==> src/rtl/dmem_access_ctrl_pkg.sv <==
// Shared encodings for the data-memory access controller: access types,
// FSM states and port-ownership constants.
package dmem_pkg;

  localparam logic [3:0] ACC_LW  = 4'b0001;
  localparam logic [3:0] ACC_LH  = 4'b0010;
  localparam logic [3:0] ACC_LB  = 4'b0011;
  localparam logic [3:0] ACC_LHU = 4'b0100;
  localparam logic [3:0] ACC_LBU = 4'b0101;
  localparam logic [3:0] ACC_SW  = 4'b1001;
  localparam logic [3:0] ACC_SH  = 4'b1010;
  localparam logic [3:0] ACC_SB  = 4'b1011;

  typedef enum logic [2:0] {
    IDLE = 3'd0,
    RD   = 3'd1,
    MRG  = 3'd2,
    WR   = 3'd3,
    ERR  = 3'd4
  } state_t;

  localparam logic OWN_CPU = 1'b0;
  localparam logic OWN_DBG = 1'b1;

endpackage

==> src/rtl/dmem_access_ctrl_if.sv <==
// Bundle of the CPU request port, debug port and data-memory port.
// Handshake: a requester holds req and its fields stable until it sees a
// one-cycle done pulse; rdata/err are meaningful only while done is high.
interface dmem_access_ctrl_if #(
  parameter int ADDR_W = 8
);
  logic              cpu_req;
  logic [3:0]        cpu_access;
  logic [31:0]       cpu_addr;
  logic [31:0]       cpu_wdata;
  logic              cpu_done;
  logic              cpu_err;
  logic [31:0]       cpu_rdata;

  logic              dbg_req;
  logic              dbg_we;
  logic [31:0]       dbg_addr;
  logic [31:0]       dbg_wdata;
  logic              dbg_done;
  logic [31:0]       dbg_rdata;

  logic [ADDR_W-1:0] mem_a;
  logic [31:0]       mem_d;
  logic              mem_we;
  logic [31:0]       mem_q;

  modport slave (
    input  cpu_req, cpu_access, cpu_addr, cpu_wdata,
    output cpu_done, cpu_err, cpu_rdata,
    input  dbg_req, dbg_we, dbg_addr, dbg_wdata,
    output dbg_done, dbg_rdata,
    output mem_a, mem_d, mem_we,
    input  mem_q
  );

  modport master (
    output cpu_req, cpu_access, cpu_addr, cpu_wdata,
    input  cpu_done, cpu_err, cpu_rdata,
    output dbg_req, dbg_we, dbg_addr, dbg_wdata,
    input  dbg_done, dbg_rdata,
    input  mem_a, mem_d, mem_we,
    output mem_q
  );
endinterface

==> src/rtl/dmem_access_ctrl_lane_align.sv <==
// Byte-lane logic: load extract/extend, sub-word store merge, and the
// alignment/encoding legality check for an incoming CPU request.
module lane_align
  import dmem_pkg::*;
(
  input  logic [31:0] mem_q_i,
  input  logic [31:0] wdata_i,
  input  logic [1:0]  addr_lo_i,
  input  logic [3:0]  acc_i,
  input  logic [3:0]  chk_acc_i,
  input  logic [1:0]  chk_addr_lo_i,
  output logic [31:0] load_o,
  output logic [31:0] merge_o,
  output logic        legal_o
);

  logic [7:0]  byte_sel;
  logic [15:0] half_sel;

  always_comb begin
    byte_sel = mem_q_i[{addr_lo_i, 3'b000} +: 8];
    half_sel = mem_q_i[{addr_lo_i[1], 4'b0000} +: 16];
    case (acc_i)
      ACC_LW:  load_o = mem_q_i;
      ACC_LH:  load_o = {{16{half_sel[15]}}, half_sel};
      ACC_LB:  load_o = {{24{byte_sel[7]}}, byte_sel};
      ACC_LHU: load_o = {16'h0000, half_sel};
      ACC_LBU: load_o = {24'h000000, byte_sel};
      default: load_o = 32'h0;
    endcase
  end

  // Lanes not covered by the store keep the value just read from memory.
  always_comb begin
    merge_o = mem_q_i;
    case (acc_i)
      ACC_SW:  merge_o = wdata_i;
      ACC_SH:  merge_o[{addr_lo_i[1], 4'b0000} +: 16] = wdata_i[15:0];
      ACC_SB:  merge_o[{addr_lo_i, 3'b000} +: 8] = wdata_i[7:0];
      default: ;
    endcase
  end

  always_comb begin
    case (chk_acc_i)
      ACC_LW, ACC_SW:          legal_o = (chk_addr_lo_i == 2'b00);
      ACC_LH, ACC_LHU, ACC_SH: legal_o = ~chk_addr_lo_i[0];
      ACC_LB, ACC_LBU, ACC_SB: legal_o = 1'b1;
      default:                 legal_o = 1'b0;
    endcase
  end

endmodule

==> src/rtl/dmem_access_ctrl.sv <==
// Sequences CPU (priority) and debug traffic onto a single-port,
// synchronous-read data memory, including read-modify-write sub-word stores.
module dmem_access_ctrl
  import dmem_pkg::*;
#(
  parameter int ADDR_W = 8
) (
  input  logic                clk,
  input  logic                rst,
  dmem_access_ctrl_if.slave   bus,
  output state_t              state_o
);

  state_t            state_q, state_d;
  logic              owner_q, owner_d;
  logic [3:0]        acc_q, acc_d;
  logic [1:0]        addr_lo_q, addr_lo_d;
  logic [31:0]       wdata_q, wdata_d;
  logic [ADDR_W-1:0] mem_a_q, mem_a_d;
  logic [31:0]       mem_d_q, mem_d_d;

  logic [31:0] load_data;
  logic [31:0] merge_data;
  logic        cpu_legal;
  logic        is_load_ret;
  logic        unused_addr_bits;

  lane_align u_lane_align (
    .mem_q_i       (bus.mem_q),
    .wdata_i       (wdata_q),
    .addr_lo_i     (addr_lo_q),
    .acc_i         (acc_q),
    .chk_acc_i     (bus.cpu_access),
    .chk_addr_lo_i (bus.cpu_addr[1:0]),
    .load_o        (load_data),
    .merge_o       (merge_data),
    .legal_o       (cpu_legal)
  );

  always_ff @(posedge clk) begin
    if (rst) begin
      state_q   <= IDLE;
      owner_q   <= OWN_CPU;
      acc_q     <= 4'h0;
      addr_lo_q <= 2'b00;
      wdata_q   <= 32'h0;
      mem_a_q   <= '0;
      mem_d_q   <= 32'h0;
    end else begin
      state_q   <= state_d;
      owner_q   <= owner_d;
      acc_q     <= acc_d;
      addr_lo_q <= addr_lo_d;
      wdata_q   <= wdata_d;
      mem_a_q   <= mem_a_d;
      mem_d_q   <= mem_d_d;
    end
  end

  // Debug accesses are latched as word load/store so MRG/WR decode is shared.
  always_comb begin
    state_d   = state_q;
    owner_d   = owner_q;
    acc_d     = acc_q;
    addr_lo_d = addr_lo_q;
    wdata_d   = wdata_q;
    mem_a_d   = mem_a_q;
    mem_d_d   = mem_d_q;
    case (state_q)
      IDLE: begin
        if (bus.cpu_req) begin
          owner_d   = OWN_CPU;
          acc_d     = bus.cpu_access;
          addr_lo_d = bus.cpu_addr[1:0];
          wdata_d   = bus.cpu_wdata;
          mem_a_d   = bus.cpu_addr[ADDR_W+1:2];
          mem_d_d   = bus.cpu_wdata;
          if (!cpu_legal)                     state_d = ERR;
          else if (bus.cpu_access == ACC_SW)  state_d = WR;
          else                                state_d = RD;
        end else if (bus.dbg_req) begin
          owner_d   = OWN_DBG;
          acc_d     = bus.dbg_we ? ACC_SW : ACC_LW;
          addr_lo_d = 2'b00;
          wdata_d   = bus.dbg_wdata;
          mem_a_d   = bus.dbg_addr[ADDR_W+1:2];
          mem_d_d   = bus.dbg_wdata;
          state_d   = bus.dbg_we ? WR : RD;
        end
      end
      RD:  state_d = MRG;
      MRG: begin
        if (acc_q[3]) begin
          mem_d_d = merge_data;
          state_d = WR;
        end else begin
          state_d = IDLE;
        end
      end
      WR:      state_d = IDLE;
      ERR:     state_d = IDLE;
      default: state_d = IDLE;
    endcase
  end

  assign is_load_ret   = (state_q == MRG) && !acc_q[3];

  assign bus.cpu_done  = (owner_q == OWN_CPU) &&
                         ((state_q == WR) || (state_q == ERR) || is_load_ret);
  assign bus.cpu_err   = (owner_q == OWN_CPU) && (state_q == ERR);
  assign bus.cpu_rdata = ((owner_q == OWN_CPU) && is_load_ret) ? load_data : 32'h0;
  assign bus.dbg_done  = (owner_q == OWN_DBG) && ((state_q == WR) || is_load_ret);
  assign bus.dbg_rdata = ((owner_q == OWN_DBG) && is_load_ret) ? bus.mem_q : 32'h0;

  assign bus.mem_a     = mem_a_q;
  assign bus.mem_d     = mem_d_q;
  assign bus.mem_we    = (state_q == WR);
  assign state_o       = state_q;

  assign unused_addr_bits = ^{bus.cpu_addr[31:ADDR_W+2], bus.dbg_addr[31:ADDR_W+2],
                              bus.dbg_addr[1:0]};

endmodule
==> src/flat_wrapper.sv <==
// flat-port wrapper written by rule: the top's interface ports become plain ports
module dmem_access_ctrl_flat import dmem_pkg::*;
#(
  parameter int ADDR_W = 8
)
  (clk, rst, state_o, bus_cpu_req, bus_cpu_access, bus_cpu_addr, bus_cpu_wdata, bus_cpu_done, bus_cpu_err, bus_cpu_rdata, bus_dbg_req, bus_dbg_we, bus_dbg_addr, bus_dbg_wdata, bus_dbg_done, bus_dbg_rdata, bus_mem_a, bus_mem_d, bus_mem_we, bus_mem_q);
  dmem_access_ctrl_if #(.ADDR_W(ADDR_W)) bus_i ();
  input  logic clk;
  input  logic rst;
  output state_t state_o;
  input wire logic [$bits(bus_i.cpu_req)-1:0] bus_cpu_req;
  input wire logic [$bits(bus_i.cpu_access)-1:0] bus_cpu_access;
  input wire logic [$bits(bus_i.cpu_addr)-1:0] bus_cpu_addr;
  input wire logic [$bits(bus_i.cpu_wdata)-1:0] bus_cpu_wdata;
  output wire logic [$bits(bus_i.cpu_done)-1:0] bus_cpu_done;
  output wire logic [$bits(bus_i.cpu_err)-1:0] bus_cpu_err;
  output wire logic [$bits(bus_i.cpu_rdata)-1:0] bus_cpu_rdata;
  input wire logic [$bits(bus_i.dbg_req)-1:0] bus_dbg_req;
  input wire logic [$bits(bus_i.dbg_we)-1:0] bus_dbg_we;
  input wire logic [$bits(bus_i.dbg_addr)-1:0] bus_dbg_addr;
  input wire logic [$bits(bus_i.dbg_wdata)-1:0] bus_dbg_wdata;
  output wire logic [$bits(bus_i.dbg_done)-1:0] bus_dbg_done;
  output wire logic [$bits(bus_i.dbg_rdata)-1:0] bus_dbg_rdata;
  output wire logic [$bits(bus_i.mem_a)-1:0] bus_mem_a;
  output wire logic [$bits(bus_i.mem_d)-1:0] bus_mem_d;
  output wire logic [$bits(bus_i.mem_we)-1:0] bus_mem_we;
  input wire logic [$bits(bus_i.mem_q)-1:0] bus_mem_q;
  assign bus_i.cpu_req = bus_cpu_req;
  assign bus_i.cpu_access = bus_cpu_access;
  assign bus_i.cpu_addr = bus_cpu_addr;
  assign bus_i.cpu_wdata = bus_cpu_wdata;
  assign bus_cpu_done = bus_i.cpu_done;
  assign bus_cpu_err = bus_i.cpu_err;
  assign bus_cpu_rdata = bus_i.cpu_rdata;
  assign bus_i.dbg_req = bus_dbg_req;
  assign bus_i.dbg_we = bus_dbg_we;
  assign bus_i.dbg_addr = bus_dbg_addr;
  assign bus_i.dbg_wdata = bus_dbg_wdata;
  assign bus_dbg_done = bus_i.dbg_done;
  assign bus_dbg_rdata = bus_i.dbg_rdata;
  assign bus_mem_a = bus_i.mem_a;
  assign bus_mem_d = bus_i.mem_d;
  assign bus_mem_we = bus_i.mem_we;
  assign bus_i.mem_q = bus_mem_q;
  dmem_access_ctrl #(.ADDR_W(ADDR_W)) u_core (.clk(clk), .rst(rst), .bus(bus_i), .state_o(state_o));
endmodule
==> config.mk <==
export PLATFORM = sky130hd
export DESIGN_NAME = dmem_access_ctrl_flat
export DESIGN_NICKNAME = d
export VERILOG_FILES = /design/src/rtl/dmem_access_ctrl_pkg.sv /design/src/rtl/dmem_access_ctrl_if.sv /design/src/rtl/dmem_access_ctrl_lane_align.sv /design/src/rtl/dmem_access_ctrl.sv /design/src/flat_wrapper.sv
export SDC_FILE = /design/constraint.sdc
export NUM_CORES = 1
export LEC_CHECK = 0
export CAP_MARGIN = 20
export CORE_MARGIN = 5
export CORE_UTILIZATION = 43
export CTS_CLUSTER_DIAMETER = 30
export DETAILED_ROUTE_END_ITERATION = 10
export GPL_TIMING_DRIVEN = 0
export PLACE_DENSITY = 0.87
export SYNTH_ARGS = -nofsm -noshare
export SYNTH_HDL_FRONTEND = slang
export SYNTH_SLANG_ARGS = --single-unit
==> constraint.sdc <==
create_clock -name clk -period 4.4 [get_ports clk]
set_clock_uncertainty 0.05 [all_clocks]
set_input_delay 1.32 -clock clk [delete_from_list [all_inputs] [get_ports clk]]
set_output_delay 1.32 -clock clk [all_outputs]
set_load 0.01 [all_outputs]
==> results of run 1 <==
==> where the power goes <==
part | total [W] | internal [W] | switching, W
sequential | 0.000967 | 0.000866 | 0.000101
clock | 0.000721 | 0.000388 | 0.000333
combinational | 0.00103 | 0.000458 | 0.000571
==> layer usage <==
layer  vias to the layer above  routed length (um)  GRT usage [%]
li1                       2958                   -              -
met1                      3015                8490           37.6
met2                       530               10400           50.3
met3                        90                3170           7.76
met4                         0                1400           16.4
met5                         -                   0              0
==> worst paths after layout <==
check | from | depth (start not counted) | end | slack, ps
worst max-delay path | bus_mem_q[7] | 6 | bus_cpu_rdata[13] | 20
worst min-delay path | u_core.bus.mem_d[21] | 2 | u_core.bus.mem_d[21] | 400
worst max register to register | u_core.addr_lo_q[1] | 8 | u_core.bus.mem_d[1] | 1500
worst min register to register | u_core.bus.mem_d[21] | 2 | u_core.bus.mem_d[21] | 400
==> area by class of cell <==
type | count | area share, %
multi-input cells | 504 | 41.4
repair buffers | 232 | 28.2
flip-flops and latches | 82 | 20.6
plain buffers | 57 | 3.47
clock buffers | 10 | 2.87
well taps | 147 | 2.31
clock inverters | 6 | 0.612
inverters | 13 | 0.612
==> through the flow <==
step	area (um^2)	cells	setup TNS (ps)	utilization (%)
2_1_floorplan	5240	656	0	-
3_3_place_gp	7740	1034	-15020	64.7
5_1_grt	7980	1051	0	66.7
3_5_place_dp	7740	1034	-15630	64.7
6_report	7980	1051	0	66.7
4_1_cts	8010	1051	0	66.9
==> state kept, by name, summed over array words and instances (netlist names) <==
signal,count
u_core.state_o,3
u_core.addr_lo_q,2
u_core.wdata_q,32
u_core.acc_q,4
u_core.bus.mem_d,32
u_core.owner_q,1
u_core.bus.mem_a,8
==> cells by family after synthesis <==
family / Yosys count / synth area share (%)
and+or+nand+nor: 222 / 21.8
adders and majority gates: 5 / 1.19
xor gates and xnor gates: 1 / 0.167
AOI/OAI and AO/OA: 231 / 30.2
DFF: 82 / 31.3
buffers and inverters: 70 / 5.95
muxes: 45 / 9.31
==> repair_timing <==
item | CTS | global route
resized for setup | 53 | 19
buffers inserted | 1 | 0
gates cloned | 0 | 0
endpoints found under the hold margin | 0 | 0
setup endpoints to repair | 31 | 25
pin swaps | 2 | 0
==> placed cells by master (no fill, tap or decap), types with 9 or more instances in the layout <==
cell type,instances
mux2i_1,24
dlygate4sd2_1,20
nor3_1,12
a21oi_1,68
mux2_2,20
a211oi_1,24
clkbuf_1,32
a222oi_1,14
clkbuf_16,9
buf_2,17
o21ai_0,36
and3_1,35
dfxtp_1,82
clkbuf_2,11
a221oi_1,26
nand2_1,75
nor2_1,47
a22oi_1,21
clkdlybuf4s50_1,196
inv_1,12
==> critical path: stages <==
cell and delay [ps]:
dlygate4sd2_1 290, mux4_2 530, nand3_4 110, buf_4 170
a21oi_1 90, clkdlybuf4s50_1 510
==> flow_summary.yaml, run 1 <==
grt:
  grt-ovfl-total: 0
  grt_pass1_vias: 6279
  grt_pass1_wl_um: 35000
  grt_max_degree: 16
  antenna_found_initial: 0
  track_usage_pct: 30.9
floorplanning:
  dieArea_um2: 14500
  rows: 40
  die_h_um: 120
  core-area_um2: 12000
  die_width_um: 120
  io_pins: 280
  start_util_pct: 43.8
timing:
  hold_violations: 0
  holdWs_ps: 398
  period_needed_ps: 4380
  fin_crit_sh_pct: 99.4
  rsz0062_at_grt: "no"
  finalMaxSlewViolations: 0
  fin_ws_ps: 24.6
  setup_viol: 0
  worst_pin_slew_ps: 1170
  slew_headroom_pct: 21.8
  max_freq_ghz: 0.229
yosys:
  syn_area_um2: 5240
  synth_top_area_cell: "dfxtp_1"
  synth-edff-count: 0
  netlist_top_cells_area: "dfxtp_1 (31%), a21oi_1 (6.5%), nand2_1 (5.4%)"
  synth_ff_type: "dfxtp_1"
  synth_seq_cells: 82
  synthCells: 656
  synthArstFlopShare_pct: 0
  synthTopCellsByCount: "dfxtp_1 (82), nand2_1 (75), a21oi_1 (68)"
  yosysSeqAreaShare_pct: 31.3
  synth_top_area_share_pct: 31.3
  yosysWarnings: 0
  synth.most_common_cell: "dfxtp_1"
  avgSynthCellArea_um2: 7.99
  ys_types: 59
  synth.net_count: 830
detailed_routing:
  antenna_left: 0
  wl_per_cell_um: 22.3
  drt_iter0_drc: 866
  via_per_inst: 6.27
  drc: 0
  routed_wl_um: 23500
  dr.pass1.iters: 6
  vias: 6593
worst_setup_path:
  critPathMaxFanout: 7
  crit_required_ps: 3030
  start_kind: "primary input"
  path_class: "primary input to primary output"
  crit_arrival_ps: 3010
  end_kind: "primary output"
placed_design:
  gp_congestion: 0.985
  port_buffers: 231
  dpl.hpwl_um: 18100
  dp_slack_ps: -883
clock_tree:
  clockBufferDepth: 2
  h-tree-depth: 3
  numClockSinks: 82
  tritoncts: "yes"
  clkLatencyLatePin_ps: 350
  clk_pin_slew_worst_paths_ps: 70
  cts_hold_buf: 0
  cts_root_buffer: "clkbuf_16"
  numCtsBuffers: 9
power_and_ir_drop:
  power.density_nw_per_um2: 341
  p_leak_nw: 3.10
  ir_drop_mv: 0.236
  total_power_w: 0.00272
final_layout:
  ff_latch_area_um2: 1640
  layout-drive-gt1-share_pct: 9.96
  multi_input_area_um2: 3300
  area_growth_pct: 52.2
  nets: 1073
  num-fill-cells: 1027
  antenna_cells: 0
hold_path:
  hold_path.class: "register to register"
run_status:
  status: "finished clean"
flow_run:
  maxCapViolations: 0
Power figures use the tool's default switching activity.
==> run 2: changes to the inputs <==
- CORE_UTILIZATION: 43 -> 36
- PLACE_DENSITY: 0.87 -> 0.78
- clock period: 4.4 -> 3.55 ns (I/O delays scaled with it)
==> run 2 against run 1 <==
  * The run now ends with setup timing left
  * Sequential share of layout area fell by 0.71 points
  * Register-to-register slack got worse by 580 ps
  * Sequential cell count did not move
  * Routed wire length rose by 3.8%
  * Count of clock-buffer cells in the layout fell by 1
  * Combinational power rose by 30%
  * Critical path depth rose by 2
  * Sequential power rose by 24%
  * Hold slack got worse by 3.0 ps
  * Critical endpoint is now bus_cpu_rdata[28]
  * Highest routed layer unchanged
==> flow_summary.yaml, run 2 (synthesized netlist as in run 1, its figures left out) <==
run_status:
  status: "finished, violations left"
  violations: "setup timing"
final_layout:
  multi_input_area_um2: 3400
  nets: 1090
  final_common_cell: "clkdlybuf4s50_1"
  area_growth_pct: 58.1
  num-fill-cells: 1330
  ff_latch_area_um2: 1650
  stdcell_area_um2: 8280
  layout-drive-gt1-share_pct: 15.5
  layout_common_cells: "clkdlybuf4s50_1 (174), dfxtp_1 (79), nand2_1 (74)"
  antenna_cells: 0
detailed_routing:
  routed_wl_um: 24300
  wl_per_cell_um: 22.0
  drt_iter0_drc: 729
  antenna_left: 0
  via_per_inst: 5.97
  dr.pass1.iters: 6
  vias: 6594
  drc: 0
power_and_ir_drop:
  total_power_w: 0.00352
  cell_internal_pwr_w: 0.00224
  p_sw_w: 0.00128
  swShare_pct: 36.4
  p_leak_nw: 3.31
  power.density_nw_per_um2: 426
  pwr-share-clk_pct: 28.1
  pwr-share-seq_pct: 34.1
  ir_drop_mv: 0.325
  p_comb_share_pct: 37.9
clock_tree:
  cts_root_buffer: "clkbuf_16"
  cts_hold_buf: 0
  numClockSinks: 82
  clkLatencyLatePin_ps: 350
  h-tree-depth: 3
  numCtsBuffers: 9
  tritoncts: "yes"
  clockBufferDepth: 2
  clk_pin_slew_worst_paths_ps: 70
worst_setup_path:
  worstRegToRegCells: 8
  crit_required_ps: 2430
  start_kind: "primary input"
  rr_endpoint: "u_core.bus.mem_d[23]"
  path_class: "primary input to primary output"
  crit_arrival_ps: 2510
  critPathMaxFanout: 5
  cp-endpoint: "bus_cpu_rdata[28]"
  reg2reg_from: "u_core.addr_lo_q[1]"
  end_kind: "primary output"
  r2r_slack_ps: 920
  startpoint: "bus_mem_q[31]"
timing:
  max_freq_ghz: 0.276
  worst_pin_slew_ps: 872
  setup_viol: 14
  slew_headroom_pct: 41.4
  fin_crit_sh_pct: 102
  fin_ws_ps: -71.6
  rsz0062_at_grt: "yes"
  period_needed_ps: 3620
  finalMaxSlewViolations: 0
  hold_violations: 0
floorplanning:
  core-area_um2: 14400
  die_h_um: 131
  dieArea_um2: 17100
  io_pins: 280
  rows: 44
  die_width_um: 131
  start_util_pct: 36.3
placed_design:
  dpl.hpwl_um: 18600
  port_buffers: 231
  gp_congestion: 0.952
  placed_cell_area_um2: 7780
grt:
  grt-ovfl-total: 0
  antenna_found_initial: 0
  track_usage_pct: 26.9
  grt_pass1_vias: 6035
  grt_max_degree: 17
  grt_pass1_wl_um: 35000
flow_run:
  maxCapViolations: 0
hold_path:
  hold_path.class: "register to register"
  holdPathStages: 2
## run 2: metal layers
| metal | share of wire (%) | track usage [%] | routed length (um) | vias up |
|---|---|---|---|---|
| met3 | 14 | 7.52 | 3310 | 64 |
| li1 | - | - | - | 3004 |
| met1 | 37 | 33.4 | 8980 | 3071 |
| met2 | 46 | 44.9 | 11200 | 455 |
| met4 | 3.5 | 8.77 | 841 | 0 |
| met5 | 0 | 0 | 0 | - |
## run 2: power groups by stage
stage               combinational, W  sequential [W]  clock, W
finish                       0.00134         0.00120  0.000989
global placement             0.00123         0.00121         0
CTS                          0.00130         0.00119  0.000987
floorplan                   0.000633         0.00121         0
global route                 0.00143         0.00121   0.00102
detailed placement           0.00125         0.00121         0
## run 2: final cells by class
cell class                      instances  area share, %
Clock inverter                          7          0.997
Buffer                                 57           3.67
Multi-Input combinational cell        504           41.0
Tap cell                              184           2.78
Inverter                               13          0.589
Sequential cell                        82           19.9
Clock buffer                            9           2.72
Timing Repair Buffer                  249           28.4
## run 2: repair_timing
action | 4_1_cts | 5_1_grt
endpoints found under the setup margin | 62 | 52
pin swaps | 8 | 9
setup buffers | 10 | 5
gates cloned | 2 | 0
gates resized for setup | 160 | 35
## run 2: critical path, stage by stage
cell and delay, ps:
buf_8 100, mux4_2 510, nand3_4 110, o41a_1 230, buf_6 150, buf_6 130, a21oi_1 70, buf_2 150
## run 2: worst min path at each step
stage | from | endpoint
finish | u_core.bus.mem_d[19] | u_core.bus.mem_d[19]
global route | u_core.bus.mem_d[19] | u_core.bus.mem_d[19]
CTS | u_core.bus.mem_d[16] | u_core.bus.mem_d[16]
detailed placement | u_core.bus.mem_d[16] | u_core.bus.mem_d[16]
global placement | u_core.bus.mem_d[21] | u_core.bus.mem_d[21]
floorplan | u_core.wdata_q[16] | u_core.wdata_q[16]
## run 2: per-stage QoR
| stage | std cells | util (%) | setup slack [ps] | setup TNS, ps | hold slack, ps |
|---|---|---|---|---|---|
| floorplan | 656 | - | 169 | 0 | 387 |
| finish | 1105 | 57.4 | -71.6 | -763 | 395 |
| global route | 1105 | 57.4 | -98.1 | -1060 | 427 |
| global placement | 1071 | 54.0 | -1200 | -26480 | 382 |
| detailed placement | 1071 | 54.0 | -1210 | -26780 | 391 |
| CTS | 1099 | 57.0 | -9.76 | -56.3 | 401 |
